`src/rtl/mem_access.sv`:
```
// Memory-access stage of the LC-3 pipeline, between Execute and Writeback.
// Runs one data-memory access for LD/ST/LDR/STR, or two for LDI/STI
// (a pointer read followed by the data access). Each access may stall on
// Data_ready for up to WAIT_LIMIT+1 cycles before the transaction is abandoned
// with an err pulse. All memory-side outputs decode from registers only.
module mem_access #(
  parameter int unsigned WAIT_LIMIT = 15
) (
  input  logic        clock,
  input  logic        reset,
  input  logic        enable_memaccess,
  input  logic [1:0]  M_Control,
  input  logic [15:0] M_addr,
  input  logic [15:0] M_data,
  input  logic [15:0] Data_dout,
  input  logic        Data_ready,
  output logic [15:0] Data_addr,
  output logic [15:0] Data_din,
  output logic        Data_en,
  output logic        Data_rd,
  output logic [15:0] memout,
  output logic        busy,
  output logic        done,
  output logic        err
);

  localparam int unsigned DATA_W = 16;
  localparam int unsigned CNT_W  = (WAIT_LIMIT < 1) ? 1 : $clog2(WAIT_LIMIT + 1);
  localparam logic [CNT_W-1:0] CNT_LIMIT = CNT_W'(WAIT_LIMIT);

  typedef enum logic [1:0] {
    IDLE   = 2'd0,
    IND    = 2'd1,
    ACCESS = 2'd2
  } state_t;

  state_t            state;
  logic [DATA_W-1:0] addr_reg;
  logic [DATA_W-1:0] data_reg;
  logic              is_store;
  logic [CNT_W-1:0]  wait_cnt;
  logic              wait_expired;

  // Stall budget for the current access is used up when the counter reaches the limit.
  assign wait_expired = (wait_cnt == CNT_LIMIT);

  // Memory-side outputs are pure decodes of the state and latched operands.
  assign Data_en   = (state != IDLE);
  assign busy      = (state != IDLE);
  assign Data_addr = addr_reg;
  assign Data_din  = data_reg;
  assign Data_rd   = (state == ACCESS) ? ~is_store : 1'b1;

  // Transaction sequencer: latch the request, optionally chase the pointer, then access.
  always_ff @(posedge clock or negedge reset) begin
    if (!reset) begin
      state    <= IDLE;
      addr_reg <= '0;
      data_reg <= '0;
      is_store <= 1'b0;
      wait_cnt <= '0;
      memout   <= '0;
      done     <= 1'b0;
      err      <= 1'b0;
    end else begin
      done <= 1'b0;
      err  <= 1'b0;
      case (state)
        IDLE: begin
          if (enable_memaccess) begin
            addr_reg <= M_addr;
            data_reg <= M_data;
            is_store <= M_Control[1];
            wait_cnt <= '0;
            state    <= M_Control[0] ? IND : ACCESS;
          end
        end
        IND: begin
          if (Data_ready) begin
            addr_reg <= Data_dout;
            wait_cnt <= '0;
            state    <= ACCESS;
          end else if (wait_expired) begin
            done  <= 1'b1;
            err   <= 1'b1;
            state <= IDLE;
          end else begin
            wait_cnt <= wait_cnt + CNT_W'(1);
          end
        end
        ACCESS: begin
          if (Data_ready) begin
            if (!is_store) begin
              memout <= Data_dout;
            end
            done  <= 1'b1;
            state <= IDLE;
          end else if (wait_expired) begin
            done  <= 1'b1;
            err   <= 1'b1;
            state <= IDLE;
          end else begin
            wait_cnt <= wait_cnt + CNT_W'(1);
          end
        end
        default: begin
          state <= IDLE;
        end
      endcase
    end
  end

endmodule

```
`config.mk`:
```
export PLATFORM = sky130hd
export DESIGN_NAME = mem_access
export DESIGN_NICKNAME = d
export VERILOG_FILES = /design/src/rtl/mem_access.sv
export SDC_FILE = /design/constraint.sdc
export NUM_CORES = 1
export LEC_CHECK = 0
export ABC_AREA = 1
export CAP_MARGIN = 20
export CELL_PAD_IN_SITES_DETAIL_PLACEMENT = 1
export CELL_PAD_IN_SITES_GLOBAL_PLACEMENT = 1
export CORE_ASPECT_RATIO = 1.1
export CORE_MARGIN = 2
export CORE_UTILIZATION = 29
export CTS_CLUSTER_DIAMETER = 200
export DETAILED_ROUTE_END_ITERATION = 16
export PLACE_DENSITY_LB_ADDON = 0.2
export SLEW_MARGIN = 20
export SYNTH_ARGS = -nofsm -noshare
export SYNTH_HDL_FRONTEND = slang
export SYNTH_SLANG_ARGS = --single-unit
export TNS_END_PERCENT = 1
```
`constraint.sdc`:
```
create_clock -name clock -period 1.51 [get_ports clock]
set_input_delay 0.151 -clock clock [delete_from_list [all_inputs] [get_ports clock]]
set_output_delay 0.151 -clock clock [all_outputs]
set_load 0.05 [all_outputs]
```
# Word-level counts from Yosys, hierarchy flattened
# Index checks and enable logic that the tools add are counted.
dict set report totals {
  in_bits 54
  regBits 57
  elab_cells 45
  out_inout_bits 53
}
dict set report classes {
  muxes 20
  bitwise_logic 1
  n_eq_ne 6
  n_reduce_logical 9
  n_addsub 1
}
# cell n
set op_table {}
lappend op_table {{$mux W16} 2}
lappend op_table {{$pmux W16 S2} 1}
lappend op_table {{$mux W4} 4}
lappend op_table {{$pmux W4 S3} 1}
lappend op_table {{$mux W2} 5}
lappend op_table {{$reduce_and A3 Y1} 3}
lappend op_table {{$ne A2 B2 Y1 const B} 3}
lappend op_table {{$pmux W2 S3} 1}
lappend op_table {{$mux W1} 5}
lappend op_table {{$add A4 B1 Y4 const B} 1}
lappend op_table {{$eq A4 B4 Y1 const B} 1}
lappend op_table {{$reduce_bool A2 Y1} 2}
lappend op_table {{$reduce_bool A3 Y1} 1}
lappend op_table {{$eq A2 B1 Y1 const B} 1}
lappend op_table {{$eq A2 B2 Y1 const B} 1}
lappend op_table {{$logic_not A2 Y1} 1}
lappend op_table {{$pmux W1 S2} 1}
lappend op_table {{$reduce_and A2 Y1} 1}
lappend op_table {{$reduce_or A2 Y1} 1}
lappend op_table {{$not A1 Y1} 1}

# Logic depth before layout (Yosys ltp)
# Gate-level depths: netlist of run 1.
dict set report logic_depth {
  word_depth 4
  depth_mapped 9
  depth_no_buf 9
}

# Worst setup path before layout of run 1
# No wires, ideal clock.
dict set report synth_path {
  path_kind {reg2reg}
  start {register state[0]}
  end {register addr_reg[12], in the netlist Data_addr[12]}
  path_buffers 1
  path_slack_ps -50
  required_time_ps 1387
  path_stages_with_launch 9
  synth_period_minus_slack_ps 1560
  setup_time_ps 123
  arrival_ps 1436
  cell_sequence {dfrtp_1 -> inv_1 -> ha_1 -> inv_2 -> nor2_4 -> nand3b_4 -> buf_4 -> nand2_1 -> o21ai_1}
}
dict set report synth_via {
  elab_chain_len 3
  elab_cells_between_ends 7
  cone_classes {3 x eq/ne; 1 x mux; 3 x reduce/logical}
}
# item line
set synth_rtl {}
lappend synth_rtl {{start: declaration} 37} ;# state_t state;
lappend synth_rtl {{start signal: assignment} 75} ;# state <= M_Control[0] ? IND : ACCESS;
lappend synth_rtl {{$eq A2 B1 Y1 or $logic_not A2 Y1 (tied branches)} 68} ;# case (state)
lappend synth_rtl {{$ne A2 B2 Y1 (no source line) or $reduce_bool A2 Y1 (tied branches)} -}
lappend synth_rtl {{$reduce_and A3 Y1 (no source line)} -}
lappend synth_rtl {{end signal: assignment} 71} ;# addr_reg <= M_addr;
lappend synth_rtl {{end signal: assignment} 80} ;# addr_reg <= Data_dout;
lappend synth_rtl {{end: declaration} 38} ;# logic [DATA_W-1:0] addr_reg;
# Parallel ways exist; a longest one is shown, timed or not.
# A chain may end at the register's enable or synchronous reset.

# Worst setup path after layout of run 1
dict set report layout_path {
  start {register state[0]}
  end {output Data_rd}
}
dict set report layout_via {
  elab_chain_len 2
}
# item line
set layout_rtl {}
lappend layout_rtl {{$eq A2 B2 Y1} 52} ;# assign Data_rd = (state == ACCESS) ? ~is_store : 1'b1;
lappend layout_rtl {{$mux W1} 52}
lappend layout_rtl {{end: declaration} 20} ;# output logic Data_rd,
# No other way between the ends.

==> results of run 1 <==
[routing by layer]
metal	part of all wire, %	wire length (µm)	vias up	GRT usage [%]
met4	0.45	31	0	3.37
li1	-	-	1113	-
met2	47	3200	75	23.2
met3	8.5	582	4	5.84
met1	44	3030	1067	18.8
met5	0	0	-	0
[final timing paths]
| path | to | cells after the start |
|---|---|---|
| max | Data_rd | 5 |
| min reg2reg | memout[15]$_DFFE_PN0P_ | 2 |
| min | memout[3]$_DFFE_PN0P_ | 3 |
| max reg2reg | memout[12]$_DFFE_PN0P_ | 7 |
| max in group asynchronous | Data_din[2]$_DFFE_PN0P_ | 3 |
| min in group clock | memout[3]$_DFFE_PN0P_ | 3 |
[metrics by stage]
stage               util, %  setup WS, ns  power [mW]
floorplan                 -        0.0186        6.82
global placement       43.1        0.0350        8.76
detailed placement     43.1      0.000581        8.88
CTS                    45.8       -0.0213        10.5
global route           46.0       -0.0768        11.0
finish                 46.0        0.0307        10.4
[flip-flops by register name (all words and copies together) (netlist names)]
register and flops:
Data_din 16, wait_cnt 4, is_store 1, state 2
done 1, Data_addr 16, err 1, memout 16
[power groups by stage]
stage | combinational (mW) | clock [mW] | sequential, mW
after floorplan | 1.97 | 0 | 4.85
after global placement | 6.10 | 0 | 2.66
after detailed placement | 6.19 | 0 | 2.69
after CTS | 6.28 | 1.52 | 2.68
after global routing | 6.66 | 1.61 | 2.77
final | 6.24 | 1.46 | 2.67
[timing repair]
action	in CTS	in global routing
setup buffers	0	0
hold buffers	1	0
gates cloned	0	0
resized for setup	8	8
hold endpoints to repair	57	0
setup endpoints to repair	4	40
[Yosys cell counts]
library cell / number
buf_4: 4
buf_6: 4
o21ai_0: 22
nor2_2: 2
nand3b_4: 1
nor2_4: 1
or2_1: 1
a21oi_1: 1
nand3_1: 3
clkbuf_1: 2
nor2_1: 8
nand2_1: 66
mux2_2: 17
inv_1: 27
or2_2: 1
buf_2: 2
nand2_2: 15
ha_1: 5
o21ai_1: 16
nor3_1: 1
dfrtp_1: 57
inv_2: 3
o21ai_2: 16
[worst reg2reg max path: cells and delay by family (launching register included)]
kind	cells	cell delay, ns
AOI/OAI and AO/OA	1	0.05
DFF	1	0.41
buffers and inverters	2	0.27
adders and majority gates	1	0.19
and+or+nand+nor	3	0.41
[logic make-up (layout without fill, tap and decap cells)]
| logic type | after synthesis | after routing | share of synthesized area (%) |
|---|---|---|---|
| and+or+nand+nor | 99 | 99 | 16.8 |
| muxes | 17 | 17 | 7.17 |
| buffers and inverters | 42 | 166 | 7.69 |
| adders and majority gates | 5 | 5 | 2.34 |
| AOI/OAI and AO/OA | 55 | 55 | 12.6 |
| DFF | 57 | 57 | 53.4 |
[layout make-up]
type	instances	area, µm²
fillers	1013	4810
flip-flops and latches	57	1430
repair buffers	120	1140
multi-input cells	176	1080
clock buffers	11	151
well taps	114	143
inverters	30	115
clock inverters	5	53.8
==> metrics.csv, run 1 <==
stage,metric,value,unit
timing,fin_hold_ws,0.350,ns
clock_tree,cts_buffers,9,
timing,max_freq,676,MHz
die,ios,107,
grt,track_usage,14.7,%
timing,clock-skew-final,0.00734,ns
route,dr.pass1.iters,4,
logic_synthesis,syn_inst,275,
logic_synthesis,synth_top_area_share,53.4,%
logic_synthesis,ys_seq_area_share,53.4,%
timing,rsz0062_at_grt,true,
layout,drive_above_1_share,37.1,%
layout,layout.cells.non_filler,513,
power,combPwrFrac,60.2,%
die,coreArea,8920,µm²
setup_path,required,1.36,ns
logic_synthesis,netlist.top_cell.by_area,dfrtp_1,
layout,most-common-layout-cells,"64 x nand2_1, 57 x dfrtp_1, 56 x buf_4, 52 x clkdlybuf4s50_1, 24 x inv_1",
clock_tree,cts_root_buffer,clkbuf_8,
power,pwr-share-seq,25.7,%
logic_synthesis,yosys-top-cells-area,"dfrtp_1 53%, nand2_1 9.3%, mux2_2 7.2%, o21ai_2 5.3%, o21ai_0 4.1%",
clock_tree,cts_tree,done,
grt,antenna_found_initial,0,
timing,hold_violations,0,
setup_path,crit_fanout,5,
layout,area_growth,53.8,%
setup_path,slowest_stage,dfrtp_1,
placement,dpl_cell_area,3840,µm²
die,row_count,36,
route,dr.first_iter.drc_count,39,
power,p_sw,5.07,mW
die,fp.dieW,95.5,µm
setup_path,startpoint,state[0]$_DFFE_PN0P_,
power,leakage,1.97,nW
grt,grt_max_degree,58,
setup_path,path_cells,"inv_2, ha_2, buf_6, nand2_4, buf_12",
clock_tree,cts.clk_slew.worst_paths,0.06,ns
route,totalWireLength,6840,µm
power,pwr-share-clk,14.1,%
route,drc,0,
setup_path,cp.arrival,1.33,ns
route,routedWlPerCell,13.3,µm
logic_synthesis,ys_types,23,
timing,slew_violations,0,
die,start_util,29.9,%
setup_path,max_stage_delay,0.41,ns
layout,final_cell_area,4110,µm²
run,drv_cap,0,
power,p_int,5.30,mW
logic_synthesis,ys_ff_latch,57,
setup_path,critical_path_class,flop to output port,
setup_path,r2r_slack,0.08,ns
route,dr_total_vias,2259,
setup_path,endpoint_kind,output port,
grt,grt_pass1_wl,11500,µm
timing,tns,0,ns
clock_tree,cts_buffer_depth,2,
clock_tree,cts_max_level,3,
min_path,hold_class,primary input to async pin,
die,fp.dieH,105,µm
route,ant_nets,0,
die,dieArea,9990,µm²
setup_path,cp_top_family,flip-flops,
grt,grt-ovfl-total,0,
placement,dp.cells,496,
route,via_per_inst,4.40,
setup_path,critPathBufInv,3,
placement,gp_congestion,0.792,
power,swShare,48.9,%
timing,relSlewSlack,78.8,%
setup_path,cp-start-kind,flop,
layout,nNetsFinal,453,
placement,hpwl,5150,µm
logic_synthesis,syn-num-nets,334,
timing,fin_crit_sh,98.0,%
logic_synthesis,netlist_area,2670,µm²
power,power.density,2530,nW/µm²
power,ir_drop,1320,µV
clock_tree,clock_latency,0.33,ns
logic_synthesis,yosysWarnings,0,
layout,diodes,0,
setup_path,timing.rr.start,state[0]$_DFFE_PN0P_,
timing,fin_crit,1.48,ns
clock_tree,clock_sinks,57,
logic_synthesis,avgSynthCellArea,9.70,µm²
grt,grt_pass1_vias,2396,
outcome,status,"finished, final reports clean",
timing,tightest_slew,0.318,ns
layout,final_common_cell,nand2_1,
placement,port_buffers,106,
timing,setup_violations,0,
Note: power is estimated with default switching activity, not from simulation.
==> run 2: changes to the inputs <==
--- a/config.mk
+++ b/config.mk
@@ -9,12 +9,11 @@
 export CAP_MARGIN = 20
 export CELL_PAD_IN_SITES_DETAIL_PLACEMENT = 1
 export CELL_PAD_IN_SITES_GLOBAL_PLACEMENT = 1
-export CORE_ASPECT_RATIO = 1.1
 export CORE_MARGIN = 2
 export CORE_UTILIZATION = 29
 export CTS_CLUSTER_DIAMETER = 200
 export DETAILED_ROUTE_END_ITERATION = 16
-export PLACE_DENSITY_LB_ADDON = 0.2
+export PLACE_DENSITY = 0.81
 export SLEW_MARGIN = 20
 export SYNTH_ARGS = -nofsm -noshare
 export SYNTH_HDL_FRONTEND = slang
==> run 2 against run 1 <==
  * Clock skew rose by 0.0017 ns
  * Design area increased by 2.3%
  * Count of clock-buffer cells in the layout fell by 1
  * Critical path type unchanged
  * Highest routed layer unchanged
==> metrics.csv, run 2 (synthesis results as in run 1) <==
stage,metric,value,unit
clock_tree,cts_tree,done,
timing,relSlewSlack,69.2,%
route,dr.first_iter.drc_count,29,
power,ir_drop,1390,µV
setup_path,timing.rr.start,state[0]$_DFFE_PN0P_,
clock_tree,cts_buffers,9,
route,dr_total_vias,2338,
timing,max_freq,665,MHz
setup_path,ff2ff_path_depth,6,
timing,hold_violations,0,
setup_path,crit_fanout,5,
timing,slew_violations,0,
setup_path,endpoint_kind,output port,
timing,fin_crit_sh,99.7,%
timing,tns,0,ns
layout,most-common-layout-cells,"62 x buf_4, 60 x nand2_1, 56 x dfrtp_1, 52 x clkdlybuf4s50_1, 23 x inv_1",
run,drv_cap,0,
placement,hpwl,5560,µm
clock_tree,cts.clk_slew.worst_paths,0.07,ns
die,fp.dieH,99.9,µm
route,dr.pass1.iters,4,
setup_path,path_cells,"inv_2, ha_4, buf_4, nand2_2, buf_12",
power,leakage,1.98,nW
clock_tree,cts_root_buffer,clkbuf_8,
die,dieArea,9990,µm²
setup_path,r2r_slack,0.02,ns
route,totalWireLength,7210,µm
grt,track_usage,14.7,%
placement,gp_congestion,0.799,
clock_tree,cts_buffer_depth,2,
setup_path,max_stage_delay,0.42,ns
grt,antenna_found_initial,0,
timing,tightest_slew,0.462,ns
setup_path,slowest_stage,dfrtp_1,
clock_tree,cts_max_level,3,
route,via_per_inst,4.52,
layout,area_growth,57.3,%
outcome,status,"finished, final reports clean",
layout,drive_above_1_share,40.4,%
setup_path,required,1.36,ns
clock_tree,clock_latency,0.33,ns
setup_path,cp-start-kind,flop,
die,fp.dieW,99.9,µm
grt,grt_pass1_vias,2427,
clock_tree,clock_sinks,57,
timing,fin_crit,1.50,ns
layout,final_common_cell,buf_4,
setup_path,critical_path_class,flop to output port,
grt,grt-ovfl-total,0,
route,ant_nets,0,
route,drc,0,
grt,grt_pass1_wl,11500,µm
timing,rsz0062_at_grt,true,
min_path,hold_class,primary input to async pin,
layout,fillerInstances,1039,
layout,diodes,0,
setup_path,rr_endpoint,Data_din[15]$_DFFE_PN0P_,
power,power.density,2550,nW/µm²
route,routedWlPerCell,13.9,µm
die,coreArea,9060,µm²
layout,nNetsFinal,460,
timing,fin_hold_ws,0.302,ns
setup_path,cp.arrival,1.35,ns
timing,clock-skew-final,0.00908,ns
setup_path,critPathBufInv,3,
die,row_count,35,
die,start_util,29.4,%
die,ios,107,
grt,grt_max_degree,29,
setup_path,cp_top_family,flip-flops,
timing,setup_violations,0,
placement,port_buffers,106,
==> run 2: cell count changes in the layout (fill, tap and decap cells not counted), moves of 2 or more <==
| cell | delta |
|---|---|
| ha_4 | +2 |
| nand2_2 | +4 |
| buf_4 | +6 |
| clkinvlp_4 | +3 |
| clkinv_2 | -2 |
| nand2_1 | -4 |
| o21ai_1 | -2 |
==> run 2: per-layer routing <==
| metal | global-route usage [%] | up-vias | share of wire [%] |
|---|---|---|---|
| met2 | 25.6 | 64 | 52 |
| met3 | 3.69 | 7 | 5.8 |
| met4 | 5.37 | 0 | 0.83 |
| met5 | 0 | - | 0 |
| li1 | - | 1130 | - |
| met1 | 17.6 | 1137 | 41 |
==> run 2: layout make-up <==
type                            instances  area, µm²  share of cell area [%]
Tap cell                              111        139                    3.31
Sequential cell                        57       1430                    34.0
Clock inverter                          6       66.3                    1.58
Multi-Input combinational cell        176       1120                    26.6
Clock buffer                           10        138                    3.28
Inverter                               30        118                    2.80
Timing Repair Buffer                  127       1190                    28.5
==> run 2: stage by stage <==
stage	setup slack (ns)	cells	total power [mW]	util, %	cell area, µm²
floorplan	0.0186	275	6.82	-	2670
finish	0.00516	517	10.7	46.3	4200
CTS	-0.0349	517	10.7	45.5	4130
global route	-0.0658	517	11.3	46.3	4200
detailed placement	-0.0274	498	9.06	42.8	3880
global placement	-0.00237	498	8.87	42.8	3880
==> run 2: report_power, final <==
part / internal, mW / switching, mW / leakage, nW
clock network: 0.808 / 0.630 / 0.0949
registers: 2.24 / 0.457 / 0.702
logic: 2.40 / 4.15 / 1.19
total: 5.45 / 5.23 / 1.98
==> run 2: how the worst max path moves through the flow <==
| stage | from | to | slack, ns | cells past startpoint |
|---|---|---|---|---|
| finish | state[0]$_DFFE_PN0P_ | Data_rd | 0.005 | 5 |
| global route | state[1]$_DFFE_PN0P_ | Data_addr[15]$_DFFE_PN0P_ | -0.07 | 10 |
| CTS | state[1]$_DFFE_PN0P_ | Data_addr[3]$_DFFE_PN0P_ | -0.03 | 10 |
| detailed placement | Data_ready | memout[10]$_DFFE_PN0P_ | -0.03 | 6 |
| global placement | Data_ready | memout[0]$_DFFE_PN0P_ | -0.002 | 6 |
| floorplan | state[0]$_DFFE_PN0P_ | Data_din[0]$_DFFE_PN0P_ | 0.02 | 5 |
==> run 2: what timing repair did <==
item	in CTS	in global routing
hold buffers	1	0
setup endpoints to repair	37	48
resized for setup	7	21
buffers inserted	3	0
pin swaps	1	1
hold endpoints to repair	17	0
==> run 3: changes to the inputs <==
--- a/config.mk
+++ b/config.mk
@@ -7,13 +7,15 @@
 export LEC_CHECK = 0
 export ABC_AREA = 1
 export CAP_MARGIN = 20
-export CELL_PAD_IN_SITES_DETAIL_PLACEMENT = 1
+export CELL_PAD_IN_SITES_DETAIL_PLACEMENT = 0
 export CELL_PAD_IN_SITES_GLOBAL_PLACEMENT = 1
 export CORE_MARGIN = 2
 export CORE_UTILIZATION = 29
 export CTS_CLUSTER_DIAMETER = 200
+export CTS_CLUSTER_SIZE = 10
 export DETAILED_ROUTE_END_ITERATION = 16
 export PLACE_DENSITY = 0.81
+export SKIP_LAST_GASP = 1
 export SLEW_MARGIN = 20
 export SYNTH_ARGS = -nofsm -noshare
 export SYNTH_HDL_FRONTEND = slang
==> run 3 against run 2 <==
  * The flow now finishes with violations (negative setup slack)
  * Utilization rose by 0.68 points
  * Highest routed layer unchanged
  * Routed wire length fell by 9.8%
  * Largest cell class unchanged
  * Clock skew fell by 0.0035 ns
  * Worst hold slack got worse by 0.0015 ns
==> metrics.csv, run 3 (synthesis results as in run 1) <==
stage,metric,value,unit
outcome,status,finished with violations,
outcome,violations,negative setup slack,
setup_path,cp_top_family,flip-flops,
grt,grt_pass1_wl,10400,µm
clock_tree,clock_latency,0.33,ns
run,drv_cap,0,
layout,drive_above_1_share,38.9,%
die,start_util,29.4,%
setup_path,cp-start-kind,flop,
grt,track_usage,13.2,%
die,row_count,35,
route,ant_nets,0,
setup_path,crit_fanout,5,
grt,grt-ovfl-total,0,
timing,tightest_slew,0.441,ns
power,total_power,11.0,mW
clock_tree,cts_root_buffer,clkbuf_8,
power,ir_drop,1460,µV
route,routed.top_layer,met4,
timing,setup_violations,1,
die,dieArea,9990,µm²
setup_path,max_stage_delay,0.38,ns
setup_path,path_cells,"inv_2, ha_1, buf_4, nand2_2, buf_12",
grt,antenna_found_initial,0,
grt,grt_pass1_vias,2244,
timing,fin_crit_sh,100,%
timing,fin_crit,1.51,ns
die,ios,107,
timing,final.setup.worst_slack,-0.000534,ns
layout,fillerInstances,885,
route,wl_met1,2720,µm
timing,fin_hold_ws,0.301,ns
die,fp.dieW,99.9,µm
layout,diodes,0,
grt,grt_max_degree,29,
power,power.density,2580,nW/µm²
layout,nNetsFinal,463,
timing,clock-skew-final,0.00560,ns
clock_tree,cts_max_level,3,
timing,max_freq,662,MHz
route,routedWlPerCell,12.5,µm
layout,most-common-layout-cells,"65 x buf_4, 63 x nand2_1, 57 x dfrtp_1, 52 x clkdlybuf4s50_1, 23 x inv_1",
power,leakage,2.03,nW
route,dr_wl_met3,423,µm
setup_path,required,1.36,ns
setup_path,critPathBufInv,3,
setup_path,critical_path_class,flop to output port,
timing,hold_violations,0,
layout,area_growth,59.6,%
setup_path,cp.arrival,1.36,ns
clock_tree,cts_buffer_depth,2,
clock_tree,cts_tree,done,
clock_tree,cts_buffers,9,
route,dr_total_vias,2257,
route,dr.pass1.iters,4,
layout,final_common_cell,buf_4,
min_path,hold_class,primary input to async pin,
setup_path,slowest_stage,dfrtp_1,
route,totalWireLength,6500,µm
die,fp.dieH,99.9,µm
timing,relSlewSlack,70.6,%
route,wl_met2,3310,µm
route,dr.first_iter.drc_count,62,
clock_tree,cts.clk_slew.worst_paths,0.07,ns
timing,slew_violations,0,
placement,hpwl,4880,µm
timing,rsz0062_at_grt,true,
placement,gp_congestion,0.799,
route,via_per_inst,4.34,
die,coreArea,9060,µm²
route,drc,0,
clock_tree,clock_sinks,57,
placement,port_buffers,106,
setup_path,endpoint_kind,output port,
## run 3: worst reg2reg max path, delay by kind of cell (launching register included)
family | cells | cell delay [ns]
AOI/OAI and AO/OA | 1 | 0.06
adders and majority gates | 1 | 0.16
buffers and inverters | 5 | 0.54
DFF | 1 | 0.39
and+or+nand+nor | 3 | 0.25
## run 3: layout make-up
cell class	count	area [µm²]	area share, %
flip-flops and latches	57	1430	33.5
well taps	111	139	3.26
clock buffers	12	155	3.64
multi-input cells	176	1090	25.7
inverters	30	115	2.70
repair buffers	130	1230	28.9
clock inverters	4	98.8	2.32
## run 3: per-stage QoR
stage	worst slack [ns]	util [%]	instance area, µm²	TNS [ns]	std cells
2_1_floorplan	0.0186	-	2670	0	275
3_3_place_gp	-0.00237	42.8	3880	-0.00466	498
3_5_place_dp	-0.00478	42.8	3880	-0.00966	498
4_1_cts	-0.0478	46.0	4170	-0.165	517
5_1_grt	-0.0946	47.0	4260	-1.33	520
6_report	-0.000534	47.0	4260	-0.000534	520
## run 3: worst paths after layout
check	from	endpoint	slack [ns]	cells past startpoint
setup / recovery	state[0]$_DFFE_PN0P_	Data_rd	-0.0005	5
setup reg to reg	state[1]$_DFFE_PN0P_	Data_addr[4]$_DFFE_PN0P_	0.01	10
max in group asynchronous	reset	Data_din[13]$_DFFE_PN0P_	0.60	3
hold reg to reg	Data_addr[5]$_DFFE_PN0P_	Data_addr[5]$_DFFE_PN0P_	0.49	2
hold / removal	reset	memout[3]$_DFFE_PN0P_	0.30	2
min in group clock	Data_dout[13]	memout[13]$_DFFE_PN0P_	0.39	3
## run 3: layer usage
| metal | up-vias | GRT usage, % |
|---|---|---|
| met5 | - | 0 |
| met4 | 0 | 4.74 |
| met3 | 8 | 4.04 |
| met2 | 69 | 22.0 |
| met1 | 1042 | 16.2 |
| li1 | 1138 | - |
## run 3: where the power goes
group / switching (mW) / internal, mW / total, mW
Sequential: 0.435 / 2.24 / 2.67
Combinational: 4.06 / 2.46 / 6.52
Clock: 0.603 / 1.19 / 1.79
Total: 5.10 / 5.89 / 11.0
## run 3: what timing repair did
action	CTS	global route
cloned	0	1
pin swaps	1	5
hold buffers	1	0
buffers inserted	3	2
endpoints found under the setup margin	3	56
resized for setup	4	15
hold endpoints to repair	17	0
